File: src/rtl/parity_pkg.sv
// Shared types and constants for the parity frame shifter.
// State encodings, widths and the parity helper live here.
package parity_pkg;

  localparam int DATA_W  = 7;
  localparam int FRAME_W = 8;
  localparam int CNT_W   = 8;
  localparam int IDX_W   = 3;

  typedef enum logic [1:0] {
    IDLE  = 2'd0,
    SHIFT = 2'd1,
    DONE  = 2'd2
  } state_e;

  // Even mode: p = XOR(data); odd mode inverts it.
  function automatic logic calc_parity(
    input logic [DATA_W-1:0] data,
    input logic              odd
  );
    return (^data) ^ odd;
  endfunction

endpackage

File: src/rtl/parity_gen.sv
// Combinational frame builder: {data, parity bit}.
// Ports: data_i (7b payload), odd_i (mode), frame_o (8b frame).
module parity_gen
  import parity_pkg::*;
(
  input  logic [DATA_W-1:0]  data_i,
  input  logic               odd_i,
  output logic [FRAME_W-1:0] frame_o
);

  assign frame_o = {data_i, calc_parity(data_i, odd_i)};

endmodule

File: src/rtl/parity_frame_shifter.sv
// Accepts a 7-bit word, appends parity, shifts the frame MSB first.
// Ports: clk/rst, in_* upstream handshake, ser_* serial side,
// frame_done pulse and wrapping frame_cnt.
module parity_frame_shifter
  import parity_pkg::*;
(
  input  logic              clk,
  input  logic              rst,
  input  logic              in_valid,
  input  logic [DATA_W-1:0] in_data,
  input  logic              in_odd,
  output logic              in_ready,
  input  logic              ser_ready,
  output logic              ser_out,
  output logic              ser_valid,
  output logic              frame_done,
  output logic [CNT_W-1:0]  frame_cnt
);

  state_e               state_q, state_d;
  logic [FRAME_W-1:0]   sreg_q, sreg_d;
  logic [IDX_W-1:0]     idx_q, idx_d;
  logic [CNT_W-1:0]     cnt_q, cnt_d;
  logic [FRAME_W-1:0]   frame;

  parity_gen u_gen (
    .data_i  (in_data),
    .odd_i   (in_odd),
    .frame_o (frame)
  );

  always_ff @(posedge clk) begin
    if (rst) begin
      state_q <= IDLE;
      sreg_q  <= '0;
      idx_q   <= '0;
      cnt_q   <= '0;
    end else begin
      state_q <= state_d;
      sreg_q  <= sreg_d;
      idx_q   <= idx_d;
      cnt_q   <= cnt_d;
    end
  end

  always_comb begin
    state_d = state_q;
    sreg_d  = sreg_q;
    idx_d   = idx_q;
    cnt_d   = cnt_q;
    unique case (state_q)
      IDLE: begin
        // rst overrides in the register, so in_ready
        // reduces to the IDLE test here.
        if (in_valid) begin
          sreg_d  = frame;
          idx_d   = '0;
          state_d = SHIFT;
        end
      end
      SHIFT: begin
        if (ser_ready) begin
          sreg_d = {sreg_q[FRAME_W-2:0], 1'b0};
          idx_d  = idx_q + 3'd1;
          if (idx_q == 3'd7) begin
            state_d = DONE;
          end
        end
      end
      DONE: begin
        cnt_d   = cnt_q + 8'd1;
        state_d = IDLE;
      end
      default: begin
        state_d = IDLE;
      end
    endcase
  end

  assign in_ready   = (state_q == IDLE) && !rst;
  assign ser_valid  = (state_q == SHIFT);
  assign ser_out    = ser_valid & sreg_q[FRAME_W-1];
  assign frame_done = (state_q == DONE);
  assign frame_cnt  = cnt_q;

endmodule

File: config.mk
export PLATFORM = sky130hd
export DESIGN_NAME = parity_frame_shifter
export DESIGN_NICKNAME = d
export VERILOG_FILES = /design/src/rtl/parity_pkg.sv /design/src/rtl/parity_gen.sv /design/src/rtl/parity_frame_shifter.sv
export SDC_FILE = /design/constraint.sdc
export NUM_CORES = 1
export LEC_CHECK = 0
export CAP_MARGIN = 25
export CORE_AREA = 2 2 73 54
export DETAILED_ROUTE_END_ITERATION = 10
export DIE_AREA = 0 0 75 56
export GPL_TIMING_DRIVEN = 0
export SLEW_MARGIN = 10
export SYNTH_ARGS = -nofsm -noshare
export SYNTH_HDL_FRONTEND = slang
export SYNTH_SLANG_ARGS = --single-unit
File: constraint.sdc
create_clock -name clk -period 2.6 [get_ports clk]
set_input_delay 0.52 -clock clk [delete_from_list [all_inputs] [get_ports clk]]
set_output_delay 0.52 -clock clk [all_outputs]
set_load 0.05 [all_outputs]
## Word-level counts from Yosys, hierarchy flattened

Cells that the tools add are included.

- Bits in writable memories: 0
- Output and inout port bits: 12
- Input bits: 12
- Bits in latches: 0
- Word-level logic and storage cells: 31
- Register bits: 21
- Bits in read-only memories: 0
- Memories kept: 0

- Bitwise logic cells: 2
- Divide/modulo/power cells: 0
- Eq/ne operators: 6
- Multipliers: 0
- Muxes and demuxes: 10
- Reductions and logical operators: 7
- $add $sub $neg: 2
- Magnitude comparators: 0
- Shifts and indexed selects: 0

Operators by type and width:

| operator | number |
|---|---|
| $mux 8 | 2 |
| $pmux 8 s2 | 1 |
| $add 8x1->8 const B | 1 |
| $reduce_xor 7->1 | 1 |
| $mux 2 | 3 |
| $mux 3 | 2 |
| $pmux 3 s2 | 1 |
| $reduce_and 3->1 | 2 |
| $ne 2x2->1 const B | 2 |
| $pmux 2 s2 | 1 |
| $add 3x1->3 const B | 1 |
| $eq 3x3->1 const B | 1 |
| $eq 2x1->1 const B | 1 |
| $eq 2x2->1 const B | 1 |
| $logic_not 2->1 | 1 |
| $ne 2x1->1 const B | 1 |
| $reduce_bool 2->1 | 1 |
| $and 1x1->1 | 1 |
| $logic_and 1x1->1 | 1 |
| $logic_not 1->1 | 1 |
| $xor 1x1->1 | 1 |

## Logic depth before layout (Yosys ltp)

Gate-level depths: netlist (run 1).

- Depth in word-level cells: 4
- Mapped depth: 6
- Gate-level depth less buffers: 5

## Hierarchy

Synthesis (run 1) repeated with hierarchy kept, for this count alone.

- Cells, all modules: 123
- Area total of the unflattened synthesis: 1122.3 um2

By module, submodules not included:

| module | area each (um2) | instances | seq. area each (um2) | cells an instance |
|---|---|---|---|---|
| parity_frame_shifter | 1008.5 | 1 | 420.4 | 109 |
| parity_gen | 113.9 | 1 | 0.0 | 14 |

## Worst setup path before layout (run 1)

OpenSTA, ideal clock, no wires.

- Kind: input port to output port
- From: input port rst
- To: output port in_ready
- Data arrival time: 1.612 ns
- Stages on the path: 1
- Path slack: 0.468 ns
- Path buffers: 0
- Path through: nor3_1

- Cells in the longest elaborated chain, start to end: 2

Ends and longest elaborated chain:

| element | line | text |
|---|---|---|
| from (decl) | parity_frame_shifter.sv:8 | `input logic rst,` |
| $logic_not 1->1 | parity_frame_shifter.sv:80 | `assign in_ready = (state_q == IDLE) && !rst;` |
| $logic_and 1x1->1 | parity_frame_shifter.sv:80 |  |
| to (decl) | parity_frame_shifter.sv:12 | `output logic in_ready,` |

No other way between the ends.

## Worst setup path after layout (run 1)

- From: register state_q[1]
- To: output port ser_out

- Cells in the longest elaborated chain, start to end: 2

Ends and longest elaborated chain:

| element | line | text |
|---|---|---|
| from (decl) | parity_frame_shifter.sv:20 | `state_e state_q, state_d;` |
| from (signal assigned) | parity_frame_shifter.sv:39 | `state_q <= state_d;` |
| $eq 2x1->1 | parity_frame_shifter.sv:81 | `assign ser_valid = (state_q == SHIFT);` |
| $and 1x1->1 | parity_frame_shifter.sv:82 | `assign ser_out = ser_valid & sreg_q[FRAME_W-1];` |
| to (decl) | parity_frame_shifter.sv:14 | `output logic ser_out,` |

No other way between the ends.

==> out/results.txt, run 1 <==
The run gives 24 as the number of placed I/O pins. The tools report the sort of element at the start of the critical path as a register. The run gives 0.6648 as the normalized max-slew margin. The number of distinct library cells after synthesis was 29; the end-of-flow core utilization was 0.3907. At the pin with the least slew margin, the transition time is 0.5019 ns. The number of antenna violations at the first check in global routing came out at 0. STA classifies the critical path endpoint as an output pin. The CTS clock-pin slew for the worst setup and hold paths was 0.08 ns.

STA puts the critical path data required time at 2.08 ns. In this run the core area contains 18 standard-cell rows. The tools report the power dissipated by switching net loads as 0.1793 mW. The synthesized net count is 131, and the minimum clock period after layout is 2.384 ns.

Counting the fill cells in the layout gives 366. The maximum level of the CTS H-tree came out at 1. The final routed wirelength across all metal layers is 2236 um.

The run gives 0 as the sum of overflow across all layers after global routing. The x dimension of the die is 75 um. TritonCTS built the clock tree. Dividing the detail-routed wire length by the instance count gives 11.59 um. For this design, the sink count on the clock tree is 21.

For the fraction of the yosys area taken by sequential cells, the log shows 0.4169. The min-delay analysis places its worst path in the category register to register. The number of global-route vias before repair was 911. The max-cap check violation count is 0, and the detailed-route vias per instance is 4.523. The fraction of registers with async set or reset after synthesis is 0.

The tools report the relative contribution of sequential cells to total power as 0.507. The tools report the combinational share of power as 0.182. Routability-driven placement finished with a final weighted congestion of 0.7584.

Summing every instance area after synthesis gives 1008 sq um. After detailed placement, the total cell area comes to 1301 sq um. The start-to-end type of the worst setup path was register to output pin. The tools report the global-route wire length before repair as 4002 um. The number of synthesized register bits came out at 21. Buffers added to address setup during post-CTS repair amount to 0. The floorplan die height was 56 um.

The Yosys step of the flow raised 0 warnings. The share of final-layout standard cells stronger than drive strength 1 was 0.07692; the number of resized instances in the post-cts repair step was 2. In this run the remaining antenna-violating nets after routing total 0. The most used flip-flop cell after synthesis is sky130_fd_sc_hd__dfxtp_1. Cell internal power was estimated by the tool at 0.5059 mW. Derived from the worst setup path, the maximum achievable clock frequency is 419.5 MHz. Entering global routing, the biggest net connects 12 pins. For this block, the initial DRC count from the detailed router was 36.

Detailed routing inserted a total of 873 vias. Synthesis handed over a netlist of 116 instances. The flow ran to the end, and the final reports show no timing, DRC or antenna violations. Number of enable-type register cells in the synthesized netlist: 0.

Adding up every negative setup slack in the final design gives 0 ns. The logs give 3446 sq um for the core region area and 0.26 ns for the clock latency of the later-clocked register in the worst-skew pair. The clock network fraction of total power was 0.311; the mean instance size in the synthesized netlist was 8.694 sq um. The net switching fraction of the power is 0.2617, and the max-slew violation total from the final report is 0. Cell leakage power: 0.5043 nW. Hold repair after CTS inserted 0 buffers. Setup repair after global routing left no endpoint under its margin. The area of the die is 4200 sq um, and the first-pass iteration count of the detailed router is 4.

The run gives 0 as the number of remaining DRC errors. The repair_antennas step left the layout with diodes totalling 0. Clock tree synthesis selected as its root buffer the cell sky130_fd_sc_hd__clkbuf_8.

The worst hold path passes through 2 cells. IR analysis of the VDD net gives a maximum drop of 0.0001972 V. Of all nets on the critical path, the largest fanout is 10.

Setup violations remaining at the end of the flow were counted as 0. The hold violation count in the final report was 0; the count of buffers from port buffering was 23. On the final layout, the worst clock skew is 0.007696 ns.

The global router's overall resource usage was 0.1223. Final period utilization: 0.9169. The HPWL after detailed placement is 1682 um, and the worst hold slack after final layout is 0.4765 ns. The worst register-to-register path has a depth of 6. Counting along the longest clock path gives a buffer depth of 2.

Compared with the post-synthesis result, the final layout area differs by 33.50%. For the number of nets in the layout, the log shows 159. Effective utilization at floorplan: 0.2927. STA puts the critical path data arrival time at 1.86 ns. The total clock buffers created by CTS was 3. Power spread over the standard cell area amounts to 509.0 nW/um^2.

The finished cells cover 1346 sq um.
## worst max-delay path, cell delays in order, from the launching register on
cell and delay [ns]:
sky130_fd_sc_hd__dfxtp_1 0.38, sky130_fd_sc_hd__nand2b_1 0.16, sky130_fd_sc_hd__buf_2 0.18, sky130_fd_sc_hd__inv_2 0.09
sky130_fd_sc_hd__buf_6 0.14, sky130_fd_sc_hd__and2_1 0.13, sky130_fd_sc_hd__dlygate4sd2_1 0.53
## synth_stat cells, types with 2 or more instances
library cell / instances / area [sq um]
sky130_fd_sc_hd__ha_1: 3 / 37.54
sky130_fd_sc_hd__nand3_1: 2 / 10.01
sky130_fd_sc_hd__xnor2_1: 10 / 87.58
sky130_fd_sc_hd__dfxtp_1: 21 / 420.4
sky130_fd_sc_hd__nor3_1: 4 / 20.02
sky130_fd_sc_hd__nand2_1: 22 / 82.58
sky130_fd_sc_hd__clkbuf_1: 2 / 7.510
sky130_fd_sc_hd__nor2_1: 15 / 56.30
sky130_fd_sc_hd__xor2_1: 3 / 26.28
sky130_fd_sc_hd__nand4_1: 3 / 18.77
sky130_fd_sc_hd__buf_6: 2 / 22.52
sky130_fd_sc_hd__a311oi_1: 7 / 61.31
sky130_fd_sc_hd__buf_2: 2 / 10.01
sky130_fd_sc_hd__nand2b_1: 3 / 18.77
sky130_fd_sc_hd__a21oi_1: 3 / 15.01
## layout by cell type (no fill, tap or decap), drive strengths merged
cell and n:
nand2 22, dfxtp 21, clkdlybuf4s50 20, nor2 15, xnor2 10, a311oi 7
clkbuf 6, nor3 4, nand2b 4, a21oi 4, buf 4, nand4 3
xor2 3, ha 3, nand3 2, dlygate4sd2 2, inv 2, and2b 1
and2 1, nand3b 1, o21ai 1, or3 1, mux2i 1, o32ai 1
a211oi 1, mux2 1, and3 1, dlymetal6s2s 1
## per-stage QoR
step	worst slack, ns	cells	power (mW)
after floorplan	0.4676	116	0.4369
after global placement	0.03250	189	0.4775
after detailed placement	0.0002085	189	0.4817
after CTS	0.05649	193	0.6945
after global routing	0.07363	193	0.7220
final	0.2161	193	0.6852
## state kept, by name (all words and copies together) (netlist names)
register   flops
sreg_q         8
frame_cnt      8
idx_q          3
state_q        2
## final timing paths
path / from / to / slack [ns]
setup reg to reg: state_q[1] / sreg_q[6] / 1.24
hold / removal: idx_q[2] / idx_q[2] / 0.48
setup / recovery: state_q[1] / ser_out / 0.22
hold reg to reg: idx_q[2] / idx_q[2] / 0.48
## cell families after synthesis
group | after synthesis | share of synthesized area
DFF | 21 | 0.4169
xor gates and xnor gates | 13 | 0.1129
adders and majority gates | 3 | 0.03722
muxes | 2 | 0.02109
AOI/OAI and AO/OA | 14 | 0.1129
and+or+nand+nor | 55 | 0.2519
buffers and inverters | 8 | 0.04714
## cell type report
type                            instances  area [sq um]  area share
Buffer                                  6         40.04     0.02974
Clock buffer                            4         45.04     0.03346
Inverter                                2         7.507    0.005576
Multi-Input combinational cell         87         540.5      0.4015
Sequential cell                        21         420.4      0.3123
Tap cell                               50         62.56     0.04647
Timing Repair Buffer                   23         230.2      0.1710
## metal layers
layer  GRT usage  part of all wire
met1      0.1561              0.48
met2      0.1855              0.45
met3     0.04348             0.057
met4     0.04847             0.012
met5           0                 0
## power by group through the flow
stage / registers (mW) / logic (mW) / clock network [mW]
CTS: 0.347 / 0.126 / 0.221
detailed placement: 0.355 / 0.127 / 0
floorplan: 0.352 / 0.0849 / 0
global route: 0.350 / 0.136 / 0.236
finish: 0.347 / 0.125 / 0.213
global placement: 0.354 / 0.124 / 0
Power figures use the tool's default switching activity.
==> inputs of run 2 (changes only) <==
- CORE_AREA: 2 2 73 54 -> 2 2 77 57
- DIE_AREA: 0 0 75 56 -> 0 0 79 59
- GPL_TIMING_DRIVEN: 0 -> 1
- SYNTH_HIERARCHICAL: unset -> 1
==> run 2 against run 1 <==
Effect of this change: critical path depth down 4; wire length up 5.7%; register-to-register slack worse by 0.13 ns; global-route usage down 1.5 points; sequential cell count unchanged; clock power about the same.
==> out/results.txt, run 2 <==
The initial DRC count was 52 (was 36); the area share of the largest cell type after synthesis was 0.3746 (was 0.4169). For the number of antenna violations at the first check in global routing, the log shows 0 (unchanged). Number of diodes: 0 (unchanged). Number of resized instances in the post-cts repair step: 0 (was 2).

The clock latency of the later-clocked register in the worst-skew pair is 0.25 ns (was 0.26 ns). The normalized max-slew margin came out at 0.6569 (was 0.6648). The share of final-layout standard cells stronger than drive strength 1 works out to 0.07914 (was 0.07692). The run finished with clean final reports.

TritonCTS built the clock tree. The max-cap check violation count was 0 (unchanged); the number of synthesized register bits was 21 (unchanged). Setup repair after global routing left no endpoint under its margin.

The number of placed I/O pins came out at 24 (unchanged). The cell area power density works out to 483.5 nW/um^2 (was 509.0 nW/um^2). The final routed wirelength across all metal layers is 2363 um (was 2236 um).

The cell count along the critical path is 2 (was 6). The synthesized net count came out at 138 (was 131). The adder-cell area share of the yosys netlist came out at 0.03344 (was 0.03722). The area growth from synthesis to layout was 24.64% (was 33.50%). The count of buffers from port buffering came out at 23 (unchanged).

The minimum clock period after layout came out at 2.381 ns (was 2.384 ns). The transition time at the pin with the least slew margin was 0.5131 ns (was 0.5019 ns); the post-synthesis cell count was 123 (was 116). The buffers inserted during post-CTS setup optimization was 0 (unchanged). The global placer's final weighted congestion was 0.7201 (was 0.7584); the number of sinks on the clock net was 21 (unchanged). The CTS clock-pin slew for the worst setup and hold paths was 0.08 ns (about the same); the buffer levels on the longest clock path was 2 (unchanged). The fraction of registers with async set or reset after synthesis is 0 (unchanged), and the site row count is 19 (was 18). The run gives 0.1074 (was 0.1223) as the global router's overall resource usage.

The sum of overflow across all layers after global routing was 0 (unchanged). The most instantiated flip-flop cell in the synthesis netlist was sky130_fd_sc_hd__dfxtp_1 (unchanged). The clock skew is 0.001278 ns (was 0.007696 ns), and the number of global-route vias before repair is 861 (was 911). The complex-gate fraction of the synthesized area is 0.1795 (was 0.1129), and the number of cells traversed by the worst hold path is 2 (unchanged). Slowest library cell on the worst path: sky130_fd_sc_hd__clkdlybuf4s50_1 (was sky130_fd_sc_hd__dlygate4sd2_1). The detailed-route vias per instance works out to 4.754 (was 4.523). The cell leakage power came out at 0.5302 nW (was 0.5043 nW). The data arrival time of the worst path is 1.86 ns (about the same). The tools report the endpoint required time on the critical path as 2.08 ns (about the same).

The maximum vdd drop is 0.0002335 V (was 0.0001972 V). The number of nets in the layout is 155 (was 159), and the number of buffer and inverter stages on the critical path is 1 (was 4). The maximum level of the CTS H-tree came out at 1 (unchanged).

The count of synthesis-stage warnings from yosys was 6 (was 0). Most frequent cells in the layout: sky130_fd_sc_hd__dfxtp_1 (21), sky130_fd_sc_hd__clkdlybuf4s50_1 (20), sky130_fd_sc_hd__a21oi_1 (16) (was sky130_fd_sc_hd__nand2_1 (22), sky130_fd_sc_hd__dfxtp_1 (21), sky130_fd_sc_hd__clkdlybuf4s50_1 (20)). The end-of-flow core utilization is 0.3632 (was 0.3907), and the worst hold slack after final layout is 0.4823 ns (was 0.4765 ns). Most repeated cell in the gate-level netlist after synthesis: sky130_fd_sc_hd__dfxtp_1 (was sky130_fd_sc_hd__nand2_1).

The category of the worst setup path capture point was an output pin (unchanged). Cell-by-cell listing of the critical path: nor2b_1 > clkdlybuf4s50_1 (was nand2b_1 > buf_2 > inv_2 > buf_6 > and2_1 > dlygate4sd2_1). The number of cells on the worst reg-to-reg path was 3 (was 6); the maximum fanout along the worst path was 12 (was 10). For the core region area, the log shows 3851 sq um (was 3446 sq um).

The leading cell type in the layout, fill and taps excluded was sky130_fd_sc_hd__dfxtp_1 (was sky130_fd_sc_hd__nand2_1). The tools report the vias after detailed routing as 908 (was 873). Largest family of logic cells by synthesized area: compound AO/OA/AOI/OAI gates (was simple AND/OR/NAND/NOR gates).

X dimension of the die: 79 um (was 75 um). The number of enable-type register cells in the synthesized netlist was 0 (unchanged); the HPWL after detailed placement was 1757 um (was 1682 um). The final period utilization works out to 0.9157 (was 0.9169). The combined area of all synthesized cells was 1122 sq um (was 1008 sq um); the first-pass iteration count of the detailed router was 4 (unchanged). The effective utilization at floorplan was 0.2914 (was 0.2927); the setup TNS after final layout was 0 ns (unchanged).

The start-to-end type of the worst setup path is register to output pin (unchanged). The average wire per standard cell was 12.37 um (was 11.59 um); the max-slew violation total from the final report was 0 (unchanged). The top cell family by delay on the critical path was buffers and inverters (unchanged). The largest net degree at the start of global routing is 22 (was 12). The number of nets still failing antenna checks after routing was 0 (unchanged). Top cells by area in the synthesized netlist: sky130_fd_sc_hd__dfxtp_1 (37%), sky130_fd_sc_hd__mux2i_1 (8.0%), sky130_fd_sc_hd__a21oi_1 (7.1%) (was sky130_fd_sc_hd__dfxtp_1 (42%), sky130_fd_sc_hd__xnor2_1 (8.7%), sky130_fd_sc_hd__nand2_1 (8.2%)).

The number of hold buffers added after cts was 0 (unchanged). The floorplan die height is 59 um (was 56 um). The path type of the worst min-delay path is register to register (unchanged).

Largest stage delay on the critical path: 0.88 ns (was 0.53 ns). The hold violation count in the final report was 0 (unchanged). The tools report the fraction of the yosys area taken by sequential cells as 0.3746 (was 0.4169). The mux contribution to synthesized area was 0.09030 (was 0.02109); the count of endpoints failing setup in the final report was 0 (unchanged). Sort of element at the start of the critical path: a register (unchanged). The CTS root buffer was sky130_fd_sc_hd__clkbuf_8 (unchanged). The global-route wire length before repair came out at 3995 um (was 4002 um). The largest area contributor in the synthesized netlist was sky130_fd_sc_hd__dfxtp_1 (unchanged). The number of remaining DRC errors came out at 0 (unchanged). The achievable frequency was 420.0 MHz (was 419.5 MHz); the xor and xnor fraction of the mapped netlist area was 0.07023 (was 0.1129). For the total clock buffers created by CTS, the log shows 3 (unchanged).

The share of synthesized cell area in and, or, nand and nor gates was 0.1605 (was 0.2519); the mean instance size in the synthesized netlist was 9.125 sq um (was 8.694 sq um). The tools report the number of distinct library cells after synthesis as 27 (was 29). The number of inserted filler cells in the final layout was 396 (was 366). Ranking of synthesized cells by instance count: sky130_fd_sc_hd__dfxtp_1 (21), sky130_fd_sc_hd__a21oi_1 (16), sky130_fd_sc_hd__buf_4 (10) (was sky130_fd_sc_hd__nand2_1 (22), sky130_fd_sc_hd__dfxtp_1 (21), sky130_fd_sc_hd__nor2_1 (15)). The area of the die is 4661 sq um (was 4200 sq um).
## run 2: changes by cell type after synthesis, moves of 8 or more
cell                      change
sky130_fd_sc_hd__o21ai_0      +8
sky130_fd_sc_hd__a21oi_1     +13
sky130_fd_sc_hd__nand2_1     -19
sky130_fd_sc_hd__mux2i_1      +8
sky130_fd_sc_hd__nor2_1      -12
sky130_fd_sc_hd__buf_4       +10
## run 2: area by class of cell
type	count	area, sq um	share of cell area
multi-input cells	85	599.3	0.4284
well taps	52	65.06	0.04651
inverters	3	11.26	0.008050
repair buffers	26	257.7	0.1843
flip-flops and latches	21	420.4	0.3005
clock buffers	4	45.04	0.03220
## run 2: cell families after synthesis
group | Yosys count
simple gates | 29
compound gates | 34
fa+ha+maj | 3
flops | 21
xor+xnor | 9
mux | 10
buf+inv | 17
## run 2: layer usage
metal / wire length [um] / global-route usage
met5: 0 / 0
met4: 8 / 0.01970
met3: 111 / 0.03811
met2: 1022 / 0.1598
met1: 1221 / 0.1522
## run 2: final timing paths
kind	startpoint	slack, ns	end
setup / recovery	state_q[0]	0.22	frame_done
hold / removal	idx_q[1]	0.48	idx_q[1]
setup reg to reg	state_q[0]	1.11	frame_cnt[7]
hold reg to reg	idx_q[1]	0.48	idx_q[1]
## run 2: through the flow
stage	power (mW)	area, sq um	cells	worst slack (ns)
after global placement	0.4695	1354	187	0.5580
after detailed placement	0.4708	1354	187	0.4834
final	0.6764	1399	191	0.2193
after CTS	0.6860	1399	191	0.2067
after global routing	0.7157	1399	191	0.1548
after floorplan	0.4377	1122	123	0.3235
## run 2: worst reg2reg max path: stages (launching register included)
cell,delay (ns)
sky130_fd_sc_hd__dfxtp_1,0.43
sky130_fd_sc_hd__nand4b_4,0.27
sky130_fd_sc_hd__or4_1,0.54
sky130_fd_sc_hd__a21oi_1,0.18
## run 2: report_power, final
part           internal (mW)  leakage (nW)  switching [mW]
Clock                  0.109        0.0228           0.104
Combinational         0.0605         0.336          0.0566
Sequential             0.336         0.171          0.0104
==> inputs of run 3 (changes only) <==
- PLACE_DENSITY_LB_ADDON: unset -> 0.1
- RECOVER_POWER: unset -> 100
==> run 3 against run 2 <==
Effect of this change: non-clock buffer count up 1; maximum frequency up 1.7%; largest cell class unchanged; combinational power about the same; critical endpoint unchanged; cell count up 0.52%; die area unchanged; sequential power about the same; wire length up 5.8%; hold slack better by 0.0023 ns; register-to-register slack better by 0.05 ns; highest routed layer unchanged.
==> out/results.txt, run 3 (synthesis gave the netlist of run 2 again) <==
The number of nets in the layout came out at 156 (was 155). The run gives 1 (unchanged) as the maximum level of the CTS H-tree. The cell area power density is 492.8 nW/um^2 (was 483.5 nW/um^2), and the end-of-flow core utilization is 0.3584 (was 0.3632). The normalized max-slew margin came out at 0.3195 (was 0.6569). The sort of element at the start of the critical path is a register (unchanged).

Number of global-route vias before repair: 902 (was 861). Count of buffers from port buffering: 23 (unchanged). Max-cap check violation count: 0 (unchanged). The run gives 0 (unchanged) as the max-slew violation total from the final report. Detailed-route vias per instance: 4.781 (was 4.754). The run gives 0.322 (was 0.315) as the clock network fraction of total power. The floorplan die height is 59 um (unchanged).

The effective utilization at floorplan is 0.2914 (unchanged), and the relative contribution of sequential cells to total power is 0.505 (was 0.512). For the setup TNS after final layout, the log shows 0 ns (unchanged). The global-route wire length before repair is 4257 um (was 3995 um), and the worst hold slack after final layout is 0.4846 ns (was 0.4823 ns). The cell leakage power is 0.5511 nW (was 0.5302 nW), and the post-route non-filler standard cell count is 192 (was 191). The number of hold buffers added after cts is 0 (unchanged), and the final setup slack of the worst path is 0.2595 ns (was 0.2193 ns). Start-to-end type of the worst setup path: register to output pin (unchanged). The x dimension of the die is 79 um (unchanged). For the initial DRC count, the log shows 34 (was 52).

The CTS root buffer was sky130_fd_sc_hd__clkbuf_8 (unchanged). Share of final-layout standard cells stronger than drive strength 1: 0.06429 (was 0.07914). Vias after detailed routing: 918 (was 908).

The category of the worst setup path capture point was an output pin (unchanged). Power dissipated by switching net loads: 0.1814 mW (was 0.1709 mW). The area growth from synthesis to layout was 22.97% (was 24.64%); the number of cells after detailed placement was 188 (was 187). The buffers inserted during post-CTS setup optimization came out at 0 (unchanged). The number of nets still failing antenna checks after routing is 0 (unchanged), and the net switching fraction of the power is 0.2668 (was 0.2527).

The number of antenna violations at the first check in global routing is 0 (unchanged). TritonCTS built the clock tree. For the number of sinks on the clock net, the log shows 21 (unchanged). For the global placer's final weighted congestion, the log shows 0.6830 (was 0.7201).

Number of remaining DRC errors: 0 (unchanged). The run finished with clean final reports. Final period utilization: 0.9002 (was 0.9157). The tools report the final routed wirelength across all metal layers as 2501 um (was 2363 um).

The endpoint required time on the critical path was 2.08 ns (about the same); the number of diodes was 0 (unchanged). The tools report the count of endpoints failing setup in the final report as 0 (unchanged). The combinational share of power came out at 0.173 (about the same). The internal power came out at 0.4986 mW (was 0.5054 mW). The path type of the worst min-delay path is register to register (unchanged).

Hold violation count in the final report: 0 (unchanged). The core region area is 3851 sq um (unchanged), and the clock skew is 0.001916 ns (was 0.001278 ns). Clock latency of the later-clocked register in the worst-skew pair: 0.26 ns (was 0.25 ns). The data arrival time of the worst path is 1.82 ns (was 1.86 ns), and the sum of overflow across all layers after global routing is 0 (unchanged). Setup repair after global routing left no endpoint under its margin. The first-pass iteration count of the detailed router is 3 (was 4).

The maximum fanout along the worst path came out at 3 (was 12). Most frequent cells in the layout: sky130_fd_sc_hd__dfxtp_1 (21), sky130_fd_sc_hd__a21oi_1 (16), sky130_fd_sc_hd__clkdlybuf4s50_1 (10), sky130_fd_sc_hd__dlygate4sd3_1 (10) (was sky130_fd_sc_hd__dfxtp_1 (21), sky130_fd_sc_hd__clkdlybuf4s50_1 (20), sky130_fd_sc_hd__a21oi_1 (16)). The maximum vdd drop is 0.0002379 V (was 0.0002335 V), and the number of resized instances in the post-cts repair step is 0 (unchanged). The run gives 3 (unchanged) as the total clock buffers created by CTS. The transition time at the pin with the least slew margin is 1.021 ns (was 0.5131 ns), and the achievable frequency is 427.3 MHz (was 420.0 MHz). The CTS clock-pin slew for the worst setup and hold paths works out to 0.08 ns (about the same). The largest net degree at the start of global routing was 22 (unchanged). The logs give 2 (unchanged) for the buffer levels on the longest clock path and 19 (unchanged) for the site row count. The minimum clock period after layout is 2.341 ns (was 2.381 ns), and the average wire per standard cell is 13.03 um (was 12.37 um). Number of placed I/O pins: 24 (unchanged). The HPWL after detailed placement is 1803 um (was 1757 um), and the setup slack at placement is 0.5725 ns (was 0.4834 ns). The area of the die is 4661 sq um (unchanged).

For the global router's overall resource usage, the log shows 0.1189 (was 0.1074). Leading cell type in the layout, fill and taps excluded: sky130_fd_sc_hd__dfxtp_1 (unchanged).
==> run 3: cell count changes in the layout (fill, tap and decap cells not counted), sizes merged <==
cell | before | now
clkinv | 0 | 1
dlygate4sd3 | 0 | 10
clkdlybuf4s50 | 20 | 10
clkbuf | 4 | 7
buf | 6 | 3
==> run 3: power by group through the flow <==
stage               logic, mW  clock network, mW  registers (mW)
floorplan              0.0887                  0           0.349
global placement        0.122                  0           0.351
detailed placement      0.124                  0           0.351
CTS                     0.125              0.232           0.344
global route            0.129              0.243           0.346
finish                  0.117              0.219           0.344
==> run 3: area by class of cell <==
| cell class | count | area (sq um) |
|---|---|---|
| well taps | 52 | 65.06 |
| clock buffers | 3 | 41.29 |
| fillers | 422 | 2471 |
| clock inverters | 1 | 5.005 |
| flip-flops and latches | 21 | 420.4 |
| inverters | 3 | 11.26 |
| repair buffers | 27 | 237.7 |
| multi-input cells | 85 | 599.3 |
==> run 3: routing by layer <==
metal	GRT usage	wire (um)
met1	0.1623	1341
met3	0.04116	94
met4	0.02217	16
met2	0.1852	1049
met5	0	0
==> run 3: metrics by stage <==
stage          area [sq um]  power (mW)
3_3_place_gp           1361      0.4733
4_1_cts                1408      0.7006
5_1_grt                1380      0.7184
2_1_floorplan          1122      0.4377
6_report               1380      0.6800
3_5_place_dp           1361      0.4751
==> run 3: path summary, 6_finish.rpt <==
path	slack (ns)	start	to	cells after the start
max	0.26	state_q[1]	frame_done	2
min	0.48	idx_q[2]	idx_q[2]	2
max reg2reg	1.16	state_q[0]	frame_cnt[7]	4
min reg2reg	0.48	idx_q[2]	idx_q[2]	2
==> run 3: critical path, stage by stage (launching register included) <==
cell and delay, ns:
sky130_fd_sc_hd__dfxtp_1 0.33, sky130_fd_sc_hd__nor2b_1 0.31, sky130_fd_sc_hd__dlygate4sd3_1 0.92
